`src/rtl/ethernet_udp_receive_pkg.sv`:
```
`timescale 1ns / 1ps
`default_nettype none
// ============================================================================
//  Module   : ethernet_udp_receive_pkg
//  Purpose  : Shared constants, header offsets and rx state encoding for the
//             UDP receive path (CRC constants shared with the transmit side).
//  Revision : 1.0  initial release
// ============================================================================
package ethernet_udp_receive_pkg;

    localparam logic [15:0] ETHERTYPE_IPV4  = 16'h0800;
    localparam logic [7:0]  IP_PROTO_UDP    = 8'h11;
    localparam logic [7:0]  IPV4_VER_IHL    = 8'h45;
    localparam logic [31:0] CRC32_POLY_REFL = 32'hEDB88320;
    localparam logic [31:0] CRC32_RESIDUE   = 32'hDEBB20E3;
    localparam logic [31:0] CRC32_INIT      = 32'hFFFFFFFF;

    // Byte offsets from the first destination-MAC byte
    localparam logic [15:0] HDR_DST_MAC   = 16'd0;
    localparam logic [15:0] HDR_SRC_MAC   = 16'd6;
    localparam logic [15:0] HDR_ETHERTYPE = 16'd12;
    localparam logic [15:0] HDR_VER_IHL   = 16'd14;
    localparam logic [15:0] HDR_PROTO     = 16'd23;
    localparam logic [15:0] HDR_SRC_IP    = 16'd26;
    localparam logic [15:0] HDR_DST_IP    = 16'd30;
    localparam logic [15:0] HDR_SRC_PORT  = 16'd34;
    localparam logic [15:0] HDR_DST_PORT  = 16'd36;
    localparam logic [15:0] HDR_UDP_LEN   = 16'd38;
    localparam logic [15:0] HDR_LAST      = 16'd41;

    localparam logic [15:0] MIN_FRAME_BYTES = 16'd64;
    localparam logic [15:0] UDP_HDR_BYTES   = 16'd8;

    // Receive state encoding
    typedef logic [2:0] rx_state_t;
    localparam rx_state_t ST_WAIT_IDLE = 3'd0;
    localparam rx_state_t ST_IDLE      = 3'd1;
    localparam rx_state_t ST_PREAMBLE  = 3'd2;
    localparam rx_state_t ST_HEADER    = 3'd3;
    localparam rx_state_t ST_PAYLOAD   = 3'd4;
    localparam rx_state_t ST_TRAILER   = 3'd5;
    localparam rx_state_t ST_DROP      = 3'd6;

    // Byte idx (0 = most significant) of a left-aligned 48-bit field
    function automatic logic [7:0] field_byte(input logic [47:0] field,
                                              input logic [15:0] idx);
        logic [47:0] shifted;
        shifted = field << {idx, 3'b000};
        return shifted[47:40];
    endfunction

endpackage
`default_nettype wire

```
`src/rtl/ethernet_udp_receive_crc32_byte.sv`:
```
`timescale 1ns / 1ps
`default_nettype none
// ============================================================================
//  Module   : crc32_byte
//  Purpose  : Combinational next-state of the reflected Ethernet CRC32 for
//             one data byte (LSB first). Shared by rx and tx paths.
//  Revision : 1.0  initial release
// ============================================================================
module crc32_byte
    import ethernet_udp_receive_pkg::*;
(
    input  logic [31:0] i_crc,
    input  logic [7:0]  i_data,
    output logic [31:0] o_crc
);

    logic [31:0] w_crc;

    // Eight serial LFSR steps, data bit 0 first
    always_comb begin
        w_crc = i_crc;
        for (int i = 0; i < 8; i++) begin
            if (w_crc[0] ^ i_data[i])
                w_crc = (w_crc >> 1) ^ CRC32_POLY_REFL;
            else
                w_crc = w_crc >> 1;
        end
        o_crc = w_crc;
    end

endmodule
`default_nettype wire

```
`src/rtl/ethernet_udp_receive.sv`:
```
`timescale 1ns / 1ps
`default_nettype none
// ============================================================================
//  Module   : ethernet_udp_receive
//  Purpose  : MII nibble receiver: preamble/SFD hunt, MAC/IPv4/UDP header
//             filter, payload byte stream and FCS-based frame verdict.
//  Revision : 1.0  initial release
// ============================================================================
module ethernet_udp_receive
    import ethernet_udp_receive_pkg::*;
#(
    parameter int unsigned MAX_PAYLOAD      = 1472,
    parameter int unsigned ACCEPT_BROADCAST = 1
) (
    input  logic        clk,
    input  logic        rstn,
    input  logic        rx_stb,
    input  logic        rx_dv,
    input  logic [3:0]  rx_d,
    input  logic [47:0] local_mac,
    input  logic [31:0] local_ip,
    input  logic [15:0] local_port,
    output logic [7:0]  data,
    output logic        valid,
    output logic        frame_done,
    output logic        frame_ok,
    output logic [47:0] src_mac,
    output logic [31:0] src_ip,
    output logic [15:0] src_port,
    output logic [15:0] payload_len,
    output logic        busy
);

    localparam logic [15:0] c_max_udp_len  = 16'(MAX_PAYLOAD + 8);
    localparam bit          c_accept_bcast = (ACCEPT_BROADCAST != 0);

    rx_state_t   r_state, w_next_state;
    logic [3:0]  r_low_nib;
    logic        r_nib_odd;       // low nibble of the current byte is held
    logic [15:0] r_byte_cnt;
    logic [31:0] r_crc;
    logic        r_mac_ok, r_bc_ok;
    logic [7:0]  r_len_hi;
    logic [15:0] r_pay_left;
    logic [2:0]  r_trail_cnt;     // trailer bytes, saturating at 4

    logic        w_in_frame, w_byte_done, w_sfd;
    logic [7:0]  w_byte;
    logic [31:0] w_crc_next;
    logic        w_mac_ok_next, w_bc_ok_next, w_hdr_bad;
    logic [15:0] w_udp_len;
    logic        w_frame_end, w_frame_ok;

    assign w_byte      = {rx_d, r_low_nib};
    assign w_in_frame  = (r_state == ST_HEADER) || (r_state == ST_PAYLOAD) ||
                         (r_state == ST_TRAILER);
    assign w_byte_done = rx_stb && rx_dv && r_nib_odd && w_in_frame;
    assign w_sfd       = (r_state == ST_PREAMBLE) && (w_next_state == ST_HEADER);

    crc32_byte u_crc (
        .i_crc  (r_crc),
        .i_data (w_byte),
        .o_crc  (w_crc_next)
    );

    // Header field checks for the byte completing this strobe
    always_comb begin
        w_mac_ok_next = r_mac_ok && (w_byte == field_byte(local_mac, r_byte_cnt));
        w_bc_ok_next  = r_bc_ok && (w_byte == 8'hFF);
        w_udp_len     = {r_len_hi, w_byte};
        w_hdr_bad     = 1'b0;
        if (r_byte_cnt < HDR_SRC_MAC)
            w_hdr_bad = !(w_mac_ok_next || (c_accept_bcast && w_bc_ok_next));
        else if (r_byte_cnt == HDR_ETHERTYPE)
            w_hdr_bad = (w_byte != ETHERTYPE_IPV4[15:8]);
        else if (r_byte_cnt == HDR_ETHERTYPE + 16'd1)
            w_hdr_bad = (w_byte != ETHERTYPE_IPV4[7:0]);
        else if (r_byte_cnt == HDR_VER_IHL)
            w_hdr_bad = (w_byte != IPV4_VER_IHL);
        else if (r_byte_cnt == HDR_PROTO)
            w_hdr_bad = (w_byte != IP_PROTO_UDP);
        else if (r_byte_cnt >= HDR_DST_IP && r_byte_cnt < HDR_SRC_PORT)
            w_hdr_bad = (w_byte != field_byte({local_ip, 16'h0000}, r_byte_cnt - HDR_DST_IP));
        else if (r_byte_cnt >= HDR_DST_PORT && r_byte_cnt < HDR_UDP_LEN)
            w_hdr_bad = (w_byte != field_byte({local_port, 32'h0}, r_byte_cnt - HDR_DST_PORT));
        else if (r_byte_cnt == HDR_UDP_LEN + 16'd1)
            w_hdr_bad = (w_udp_len < UDP_HDR_BYTES) || (w_udp_len > c_max_udp_len);
    end

    // Next-state and end-of-frame verdict, advanced only on strobes
    always_comb begin
        w_next_state = r_state;
        w_frame_end  = 1'b0;
        w_frame_ok   = 1'b0;
        if (rx_stb) begin
            case (r_state)
                ST_WAIT_IDLE: if (!rx_dv) w_next_state = ST_IDLE;
                ST_IDLE:      if (rx_dv && rx_d == 4'h5) w_next_state = ST_PREAMBLE;
                ST_PREAMBLE: begin
                    if (!rx_dv)               w_next_state = ST_WAIT_IDLE;
                    else if (rx_d == 4'hD)    w_next_state = ST_HEADER;
                    else if (rx_d != 4'h5)    w_next_state = ST_WAIT_IDLE;
                end
                ST_HEADER: begin
                    if (!rx_dv)
                        w_next_state = ST_IDLE;
                    else if (w_byte_done && w_hdr_bad)
                        w_next_state = ST_DROP;
                    else if (w_byte_done && r_byte_cnt == HDR_LAST)
                        w_next_state = (payload_len == 16'd0) ? ST_TRAILER : ST_PAYLOAD;
                end
                ST_PAYLOAD: begin
                    if (!rx_dv) begin
                        w_next_state = ST_IDLE;
                        w_frame_end  = 1'b1;
                    end else if (w_byte_done && r_pay_left == 16'd1) begin
                        w_next_state = ST_TRAILER;
                    end
                end
                ST_TRAILER: begin
                    if (!rx_dv) begin
                        w_next_state = ST_IDLE;
                        w_frame_end  = 1'b1;
                        w_frame_ok   = (r_crc == CRC32_RESIDUE) &&
                                       (r_byte_cnt >= MIN_FRAME_BYTES) &&
                                       !r_nib_odd && (r_trail_cnt == 3'd4);
                    end
                end
                ST_DROP:  if (!rx_dv) w_next_state = ST_IDLE;
                default:  w_next_state = ST_WAIT_IDLE;
            endcase
        end
    end

    // State register
    always_ff @(posedge clk or negedge rstn) begin
        if (!rstn) r_state <= ST_WAIT_IDLE;
        else       r_state <= w_next_state;
    end

    // Byte assembly, CRC, header capture and output registers
    always_ff @(posedge clk or negedge rstn) begin
        if (!rstn) begin
            r_low_nib   <= '0;
            r_nib_odd   <= 1'b0;
            r_byte_cnt  <= '0;
            r_crc       <= '0;
            r_mac_ok    <= 1'b0;
            r_bc_ok     <= 1'b0;
            r_len_hi    <= '0;
            r_pay_left  <= '0;
            r_trail_cnt <= '0;
            data        <= '0;
            valid       <= 1'b0;
            frame_done  <= 1'b0;
            frame_ok    <= 1'b0;
            src_mac     <= '0;
            src_ip      <= '0;
            src_port    <= '0;
            payload_len <= '0;
            busy        <= 1'b0;
        end else begin
            valid      <= 1'b0;
            frame_done <= 1'b0;
            busy       <= (w_next_state == ST_HEADER) || (w_next_state == ST_PAYLOAD) ||
                          (w_next_state == ST_TRAILER) || (w_next_state == ST_DROP);
            if (w_frame_end) begin
                frame_done <= 1'b1;
                frame_ok   <= w_frame_ok;
            end
            if (w_sfd) begin
                r_nib_odd   <= 1'b0;
                r_byte_cnt  <= '0;
                r_crc       <= CRC32_INIT;
                r_mac_ok    <= 1'b1;
                r_bc_ok     <= 1'b1;
                r_trail_cnt <= '0;
            end else if (rx_stb && rx_dv && w_in_frame && !r_nib_odd) begin
                r_low_nib <= rx_d;
                r_nib_odd <= 1'b1;
            end else if (w_byte_done) begin
                r_nib_odd <= 1'b0;
                r_crc     <= w_crc_next;
                if (r_byte_cnt != 16'hFFFF)
                    r_byte_cnt <= r_byte_cnt + 16'd1;
                if (r_state == ST_HEADER) begin
                    if (r_byte_cnt < HDR_SRC_MAC) begin
                        r_mac_ok <= w_mac_ok_next;
                        r_bc_ok  <= w_bc_ok_next;
                    end
                    if (r_byte_cnt >= HDR_SRC_MAC && r_byte_cnt < HDR_ETHERTYPE)
                        src_mac <= {src_mac[39:0], w_byte};
                    if (r_byte_cnt >= HDR_SRC_IP && r_byte_cnt < HDR_DST_IP)
                        src_ip <= {src_ip[23:0], w_byte};
                    if (r_byte_cnt >= HDR_SRC_PORT && r_byte_cnt < HDR_DST_PORT)
                        src_port <= {src_port[7:0], w_byte};
                    if (r_byte_cnt == HDR_UDP_LEN)
                        r_len_hi <= w_byte;
                    if (r_byte_cnt == HDR_UDP_LEN + 16'd1 && !w_hdr_bad)
                        payload_len <= w_udp_len - UDP_HDR_BYTES;
                    if (r_byte_cnt == HDR_LAST)
                        r_pay_left <= payload_len;
                end
                if (r_state == ST_PAYLOAD) begin
                    data       <= w_byte;
                    valid      <= 1'b1;
                    r_pay_left <= r_pay_left - 16'd1;
                end
                if (r_state == ST_TRAILER && r_trail_cnt != 3'd4)
                    r_trail_cnt <= r_trail_cnt + 3'd1;
            end
        end
    end

endmodule
`default_nettype wire

```
`config.mk`:
```
export PLATFORM = sky130hd
export DESIGN_NAME = ethernet_udp_receive
export DESIGN_NICKNAME = d
export VERILOG_FILES = /design/src/rtl/ethernet_udp_receive_pkg.sv /design/src/rtl/ethernet_udp_receive_crc32_byte.sv /design/src/rtl/ethernet_udp_receive.sv
export SDC_FILE = /design/constraint.sdc
export NUM_CORES = 1
export LEC_CHECK = 0
export CORE_MARGIN = 2
export CORE_UTILIZATION = 48
export DETAILED_ROUTE_END_ITERATION = 7
export GPL_ROUTABILITY_DRIVEN = 0
export HOLD_SLACK_MARGIN = 0.1
export PLACE_DENSITY = 0.78
export SETUP_SLACK_MARGIN = 0.05
export SYNTH_ARGS = -nofsm -noshare
export SYNTH_HDL_FRONTEND = slang
export SYNTH_SLANG_ARGS = --single-unit
```
`constraint.sdc`:
```
create_clock -name clk -period 3.7 [get_ports clk]
set_input_delay 0.74 -clock clk [delete_from_list [all_inputs] [get_ports clk]]
set_output_delay 0.74 -clock clk [all_outputs]
set_load 0.03 [all_outputs]
```
### Yosys cells after proc, flatten, opt, wreduce, memory -nomap -nowiden

Cells that the tools add are included.

| storage, ports and cells | value |
|---|---|
| output and inout port bits | 124 |
| logic and storage cells | 217 |
| register bits | 209 |

| operators by class | value |
|---|---|
| bitwise logic cells | 18 |
| $lt $le $gt $ge | 14 |
| reductions and logical operators | 57 |
| $add $sub $neg | 6 |
| mux-type cells | 67 |
| shift operators | 3 |
| equal/unequal tests | 33 |

Operators by type and width:

| cell | number |
|---|---|
| two-way mux 32 bit | 11 |
| left shift 48 x 19 -> 48 bit | 3 |
| two-way mux 16 bit | 7 |
| NOT 13 -> 14 bit | 8 |
| equality test 16 x 4 -> 1 bit, second input constant | 3 |
| equality test 16 x 6 -> 1 bit, second input constant | 3 |
| < comparator 16 x 6 -> 1 bit, second input constant | 3 |
| two-way mux 3 bit | 15 |
| two-way mux 1 bit | 33 |
| equality test 32 bit, second input constant | 1 |
| >= comparator 16 x 5 -> 1 bit, second input constant | 2 |
| >= comparator 16 x 6 -> 1 bit, second input constant | 2 |
| < comparator 16 x 4 -> 1 bit, second input constant | 2 |
| AND reduction 5 bit | 6 |
| logical AND 1 bit | 22 |
| equality test 3 bit, second input constant | 7 |
| adder 16 x 1 -> 16 bit, second input constant | 1 |
| equality test 16 x 1 -> 1 bit, second input constant | 1 |
| equality test 16 x 5 -> 1 bit, second input constant | 1 |
| >= comparator 16 x 3 -> 1 bit, second input constant | 1 |
| >= comparator 16 x 7 -> 1 bit, second input constant | 1 |
| > comparator 16 x 11 -> 1 bit, second input constant | 1 |
| logical NOT 16 bit | 1 |
| < comparator 16 x 3 -> 1 bit, second input constant | 1 |
| 34 further kinds | 62 |

### Longest topological paths before layout

| logic depth | value |
|---|---|
| depth in word-level cells | 19 |
| mapped depth | 18 |

### Hierarchy

From an unflattened synthesis, not the netlist that was laid out.

| second synthesis, totals | value |
|---|---|
| cell total of the unflattened synthesis | 1173 |
| area total of the unflattened synthesis | 12009.0 µm² |

Modules (own cells, without submodules):

| module | area each (µm²) | instances | cells each |
|---|---|---|---|
| ethernet_udp_receive | 11239.5 | 1 | 1103 |
| crc32_byte | 769.5 | 1 | 70 |

### Worst setup path before layout

No wires, ideal clock.

| path | value |
|---|---|
| kind | input port to flip-flop |
| from | input port rx_d[2] |
| to | register payload_len[1] |
| data required time | 3.575 ns |
| library setup time | 0.125 ns |
| setup slack | 0.247 ns |
| arrival | 3.327 ns |
| buffers on the path | 2 |
| stages on the path | 11 |
| cell sequence | clkbuf_1 -> or4_1 -> nor4b_1 -> o311ai_0 -> a31oi_1 -> o21ai_0 -> a41oi_1 -> o31a_1 -> nand4b_4 -> buf_6 -> mux2_4 |

| between the ends | value |
|---|---|
| longest elaborated chain between the ends | 19 |
| elaborated cells on any way between the ends | 42 |
| classes of those cells | order compare: 2; eq/ne: 11; mux: 16; bitwise: 1; reduce/logical: 12 |

RTL lines:

| element | line | source |
|---|---|---|
| start, declared | ethernet_udp_receive.sv:19 | `input logic [3:0] rx_d,` |
| < comparator 16 x 4 -> 1 bit / > comparator 16 x 11 -> 1 bit (equally long branches) | ethernet_udp_receive.sv:87 | `w_hdr_bad = (w_udp_len < UDP_HDR_BYTES) \|\| (w_udp_len > c_max_udp_len);` |
| logical OR 1 bit | ethernet_udp_receive.sv:87 |  |
| two-way mux 1 bit | ethernet_udp_receive.sv:86 | `else if (r_byte_cnt == HDR_UDP_LEN + 16'd1)` |
| two-way mux 1 bit | ethernet_udp_receive.sv:84 | `else if (r_byte_cnt >= HDR_DST_PORT && r_byte_cnt < HDR_UDP_LEN)` |
| two-way mux 1 bit | ethernet_udp_receive.sv:82 | `else if (r_byte_cnt >= HDR_DST_IP && r_byte_cnt < HDR_SRC_PORT)` |
| two-way mux 1 bit | ethernet_udp_receive.sv:80 | `else if (r_byte_cnt == HDR_PROTO)` |
| two-way mux 1 bit | ethernet_udp_receive.sv:78 | `else if (r_byte_cnt == HDR_VER_IHL)` |
| two-way mux 1 bit | ethernet_udp_receive.sv:76 | `else if (r_byte_cnt == HDR_ETHERTYPE + 16'd1)` |
| (+3 left out) | n/a |  |
| two-way mux 3 bit | ethernet_udp_receive.sv:107 | `else if (w_byte_done && w_hdr_bad)` |
| two-way mux 3 bit | ethernet_udp_receive.sv:105 | `if (!rx_dv)` |
| one-hot mux 3 bit (5 select lines) | ethernet_udp_receive.sv:96 | `case (r_state)` |
| two-way mux 3 bit | ethernet_udp_receive.sv:95 | `if (rx_stb) begin` |
| equality test 3 x 2 -> 1 bit | ethernet_udp_receive.sv:58 | `assign w_sfd = (r_state == ST_PREAMBLE) && (w_next_state == ST_HEADER);` |
| logical AND 1 bit | ethernet_udp_receive.sv:58 |  |
| NOT 1 bit (no source line) | n/a |  |
| AND reduction 5 bit (no source line) * | n/a |  |
| end signal, assigned | ethernet_udp_receive.sv:200 | `payload_len <= w_udp_len - UDP_HDR_BYTES;` |
| end, declared | ethernet_udp_receive.sv:30 | `output logic [15:0] payload_len,` |

Every way passes the cells marked *; elsewhere a longest branch is shown, timed or not.
A chain may end at the register's enable or synchronous reset.

### Worst setup path after layout

| path | value |
|---|---|
| from | register r_byte_cnt[6] |
| to | register payload_len[7] |

| between the ends | value |
|---|---|
| longest elaborated chain between the ends | 19 |
| elaborated cells on any way between the ends | 45 |
| classes of those cells | add/sub: 2; order compare: 5; eq/ne: 10; shift: 3; mux: 13; bitwise: 1; reduce/logical: 11 |

RTL lines:

| element | line | source |
|---|---|---|
| start, declared | ethernet_udp_receive.sv:40 | `logic [15:0] r_byte_cnt;` |
| start signal, assigned | ethernet_udp_receive.sv:185 | `r_byte_cnt <= r_byte_cnt + 16'd1;` |
| subtractor 16 x 6 -> 16 bit | ethernet_udp_receive.sv:85 | `w_hdr_bad = (w_byte != field_byte({local_port, 32'h0}, r_byte_cnt - HDR_DST_PORT));` |
| left shift 48 x 19 -> 48 bit | ethernet_udp_receive_pkg.sv:48 | `shifted = field << {idx, 3'b000};` |
| != test 8 bit | ethernet_udp_receive.sv:85 |  |
| two-way mux 1 bit | ethernet_udp_receive.sv:84 |  |
| two-way mux 1 bit | ethernet_udp_receive.sv:82 |  |
| two-way mux 1 bit | ethernet_udp_receive.sv:80 |  |
| two-way mux 1 bit | ethernet_udp_receive.sv:78 |  |
| two-way mux 1 bit | ethernet_udp_receive.sv:76 |  |
| (+3 left out) | n/a |  |
| two-way mux 3 bit | ethernet_udp_receive.sv:107 |  |
| two-way mux 3 bit | ethernet_udp_receive.sv:105 |  |
| one-hot mux 3 bit (5 select lines) | ethernet_udp_receive.sv:96 |  |
| two-way mux 3 bit | ethernet_udp_receive.sv:95 |  |
| equality test 3 x 2 -> 1 bit | ethernet_udp_receive.sv:58 |  |
| logical AND 1 bit | ethernet_udp_receive.sv:58 |  |
| NOT 1 bit (no source line) | n/a |  |
| AND reduction 5 bit (no source line) * | n/a |  |

Marked as above.

==> impl_table.tex <==
\begin{tabular}{lr}
\hline
Metric & Value \\
\hline
\multicolumn{2}{l}{\textbf{Run status}} \\
Outcome & completed \\
\multicolumn{2}{l}{\textbf{Global routing}} \\
GR Layer Usage met1 & 34.1\% \\
Global-route usage over all layers & 25.8\% \\
Met3 Resource Use GR & 3.12\% \\
Sum of overflow across all layers after global routing & 0 \\
Pin count of the biggest net entering global routing & 96 \\
First-pass GRT wire length & 53600 µm \\
Initial antenna violation count & 0 \\
Most Used Layer, Global Route & met2 \\
Vias in the first global route & 9844 \\
Grt met2 use & 45.0\% \\
\multicolumn{2}{l}{\textbf{Power and ir drop}} \\
NetSw & 2.30 mW \\
Worst supply voltage drop on vdd & 0.433 mV \\
Switching power as a share of total power & about a third \\
Fraction of power consumed by the clock network & 31.3\% \\
Tot Pwr & 7.15 mW \\
Pwr dens & 468 mW/mm² \\
Leakage power figure & 6.72 nW \\
Seq pwr share & 37.3\% \\
Internal portion of total power & roughly 4.9 mW \\
Fraction of power consumed by combinational cells & 31.4\% \\
\multicolumn{2}{l}{\textbf{Layout}} \\
Fraction of final layout cells sized beyond drive strength 1 & 16.7\% \\
Non-filler instance count after layout & 1716 \\
Finished layout cell area & 0.0153 mm² \\
Area growth from synthesis to layout & 31.0\% \\
Number of filler cells placed in the layout & 1938 \\
Most common cell after layout, fill and taps aside & clkdlybuf4s50\_1 \\
Core Util, Final & 63.3\% \\
Most frequent cells in the layout & clkdlybuf4s50\_1, dfrtp\_1, nand2\_1, mux2\_2, xnor2\_1 \\
Number of nets in the layout & 1497 \\
Flip-flop and latch area & 0.00524 mm² \\
Total area of multi-input combinational cells & $\sim$0.006 mm² \\
Final antenna diode count & 0 \\
\multicolumn{2}{l}{\textbf{Floorplan}} \\
Die area & 0.0255 mm² \\
Die Y-Extent & 160 µm \\
Number of I/O pins & 228 \\
Starting Density & 48.4\% \\
Core area & 0.0241 mm² \\
Cell row count & 57 \\
Width of the die & between 150 and 200 µm \\
\multicolumn{2}{l}{\textbf{Clock network}} \\
Clock tree from TritonCTS & done \\
H-tree depth reported by CTS & 1 \\
CTS buffer count & 22 \\
Maximum count of clock buffers along a single path & 3 \\
\# Post-CTS Setup Buffers & 0 \\
Latest clock arrival within the worst-skew pair & 0.52 ns \\
Number of sinks driven by the clock tree & 209 \\
Clock transition time at the flip-flop clock pins of the worst setup and hold paths & around 0.06 ns \\
Buffer cell driving the clock tree root & clkbuf\_16 \\
\multicolumn{2}{l}{\textbf{Yosys}} \\
Area of the mapped netlist & 0.0117 mm² \\
Share of async-settable or async-resettable flops after synthesis & 100\% \\
Ys flop type & dfrtp\_1 \\
Cell taking the most area after synthesis & dfrtp\_1 \\
Synth warn & 0 \\
Number of flops mapped to enable cells by yosys & 0 \\
Net count of the mapped netlist & 1264 \\
Share of Yosys cell area claimed by the top area cell type & approximately 45\% \\
Sequential element share of the synthesized area & 44.9\% \\
Cell types occupying the most area after synthesis & dfrtp\_1, mux2\_2, xnor2\_1, nand2\_1, o21ai\_0 \\
Per-instance average area after synthesis & 10.2 µm² \\
Netlist cell types & 70 \\
Instance count of the mapped netlist & approximately 1100 \\
Synthesized flop and latch total & $\sim$210 \\
\multicolumn{2}{l}{\textbf{Route}} \\
Total detailed-routing wirelength & 33200 µm \\
Number of routed nets with antenna violations & 0 \\
Detailed Routing Iterations Pass 1 & 6 \\
Initial drt markers & 843 \\
Routed vias/inst & 5.74 \\
Overall via count from detail\_route & between 9000 and 10000 \\
DR DRC count & 0 \\
Wirelength per Cell & 19.4 µm \\
\multicolumn{2}{l}{\textbf{Place}} \\
Port bufs & 227 \\
Half-perimeter wire length of the detailed placement result & approximately 24000 µm \\
Placed Area & 0.0145 mm² \\
Placed Instances & 1676 \\
\multicolumn{2}{l}{\textbf{Timing}} \\
Final critical-path share of the clock period & roughly 94\% \\
Tmin final & approximately 3.5 ns \\
Fmax & 288 MHz \\
Final Hold Violating Endpoints & 0 \\
Unrepaired setup endpoints after global routing & false \\
Worst rel slew slack & between 30\% and 40\% \\
Number of endpoints failing setup at the final stage & 0 \\
Worst slew pin tran & 0.905 ns \\
Pins Over Slew Limit & 0 \\
Final Skew & 0.0293 ns \\
\multicolumn{2}{l}{\textbf{Flow run}} \\
Total of max-cap violations & 0 \\
\multicolumn{2}{l}{\textbf{Worst hold path}} \\
Hold Crit Class & in -> async \\
\multicolumn{2}{l}{\textbf{Setup path}} \\
Path type of the worst setup path & reg -> reg \\
Signal arrival time at the worst endpoint & roughly 3.9 ns \\
Startpoint Class & flop \\
Highest net fanout along the worst path & 10 \\
Critical Path End Type & flop \\
CP required & 4.09 ns \\
\hline
\end{tabular}
## cells by family (layout without fill, tap and decap cells)
group	Yosys count	count (layout)	share of synthesized area [%]
simple gates	342	342	14.9
compound gates	218	218	12.0
flops	209	209	44.9
mux	151	151	15.1
xor+xnor	103	103	7.74
buf+inv	103	352	3.57
fa+ha+maj	17	17	1.82
## area by class of cell
cell class,instances,area share [%]
clock buffer,28,4.02
clock inverter,12,0.828
inverter,24,0.590
multi-input combinational,831,39.4
sequential,209,34.3
tap,324,2.66
timing repair buffer,288,18.2
## cell usage after synthesis (all sizes together), types with 3 or more instances
cell	count
a211oi	4
a21oi	41
a221oi	4
a22oi	8
a31oi	4
and2	4
and3	9
and4	3
buf	21
clkbuf	58
dfrtp	209
ha	17
inv	22
mux2	110
mux2i	33
mux4	8
nand2	111
nand2b	8
nand3	36
nand3b	5
nand4	11
nand4b	5
nor2	65
nor2b	4
nor3	23
nor3b	6
nor4	25
nor4b	3
nor4bb	3
o2111a	4
o211ai	36
o21a	6
o21ai	70
o22ai	8
o31a	3
o31ai	7
o32ai	4
or2	3
or3	6
or4	9
xnor2	68
xor2	35
## per-stage QoR
step	hold slack [ns]	TNS, ns	worst slack, ns
finish	0.298	0	0.229
global route	0.341	0	0.0860
CTS	0.321	0	0.146
detailed placement	0.472	-0.214	-0.0255
global placement	0.463	0	0.105
floorplan	0.444	0	0.247
## layer usage
layer | part of all wire, % | up-vias
li1 | - | 4601
met1 | 42 | 4827
met2 | 50 | 356
met3 | 5.4 | 68
met4 | 2.5 | 0
met5 | 0 | -
## power groups by stage
stage               combinational, mW  sequential, mW  clock, mW
finish                           2.24            2.67       2.24
global route                     2.46            2.69       2.39
CTS                              2.24            2.66       2.28
detailed placement               2.22            2.70          0
global placement                 2.19            2.69          0
floorplan                        1.66            2.61          0
## sequential cells by signal, summed over array words and instances, names as in the netlist
signal / flops
r_trail_cnt: 3
r_pay_left: 16
payload_len: 16
r_len_hi: 8
r_byte_cnt: 16
r_crc: 32
r_nib_odd: 1
src_mac: 48
r_state: 3
busy: 1
src_ip: 32
r_low_nib: 4
frame_ok: 1
r_bc_ok: 1
data: 8
src_port: 16
valid: 1
frame_done: 1
r_mac_ok: 1
## critical path, cell delays in order (launching register included)
cell	delay (ns)
dfrtp_1	0.49
or4_4	0.59
o31a_1	0.31
nor4_1	0.29
o2111a_2	0.32
mux2i_1	0.14
nand4bb_1	0.22
o31a_1	0.29
nand4b_4	0.27
buf_4	0.25
nand2_1	0.08
o21ai_0	0.10
## what timing repair did
item                                    in CTS  in global routing
hold buffers                                 0                  0
gates resized for setup                      0                  4
endpoints found under the setup margin       0                 15
## final timing paths
check,from,endpoint,slack [ns],cells after the start
min in group clk,data[0]$_DFFE_PN0P_,data[0]$_DFFE_PN0P_,0.48,2
hold reg to reg,data[0]$_DFFE_PN0P_,data[0]$_DFFE_PN0P_,0.48,2
setup reg to reg,r_byte_cnt[6]$_DFFE_PN0P_,payload_len[7]$_DFFE_PN0P_,0.23,11
max in group asynchronous,rstn,data[2]$_DFFE_PN0P_,2.48,2
setup / recovery,r_byte_cnt[6]$_DFFE_PN0P_,payload_len[7]$_DFFE_PN0P_,0.23,11
hold / removal,rstn,src_mac[31]$_DFFE_PN0P_,0.30,1
Power figures use the tool's default switching activity.
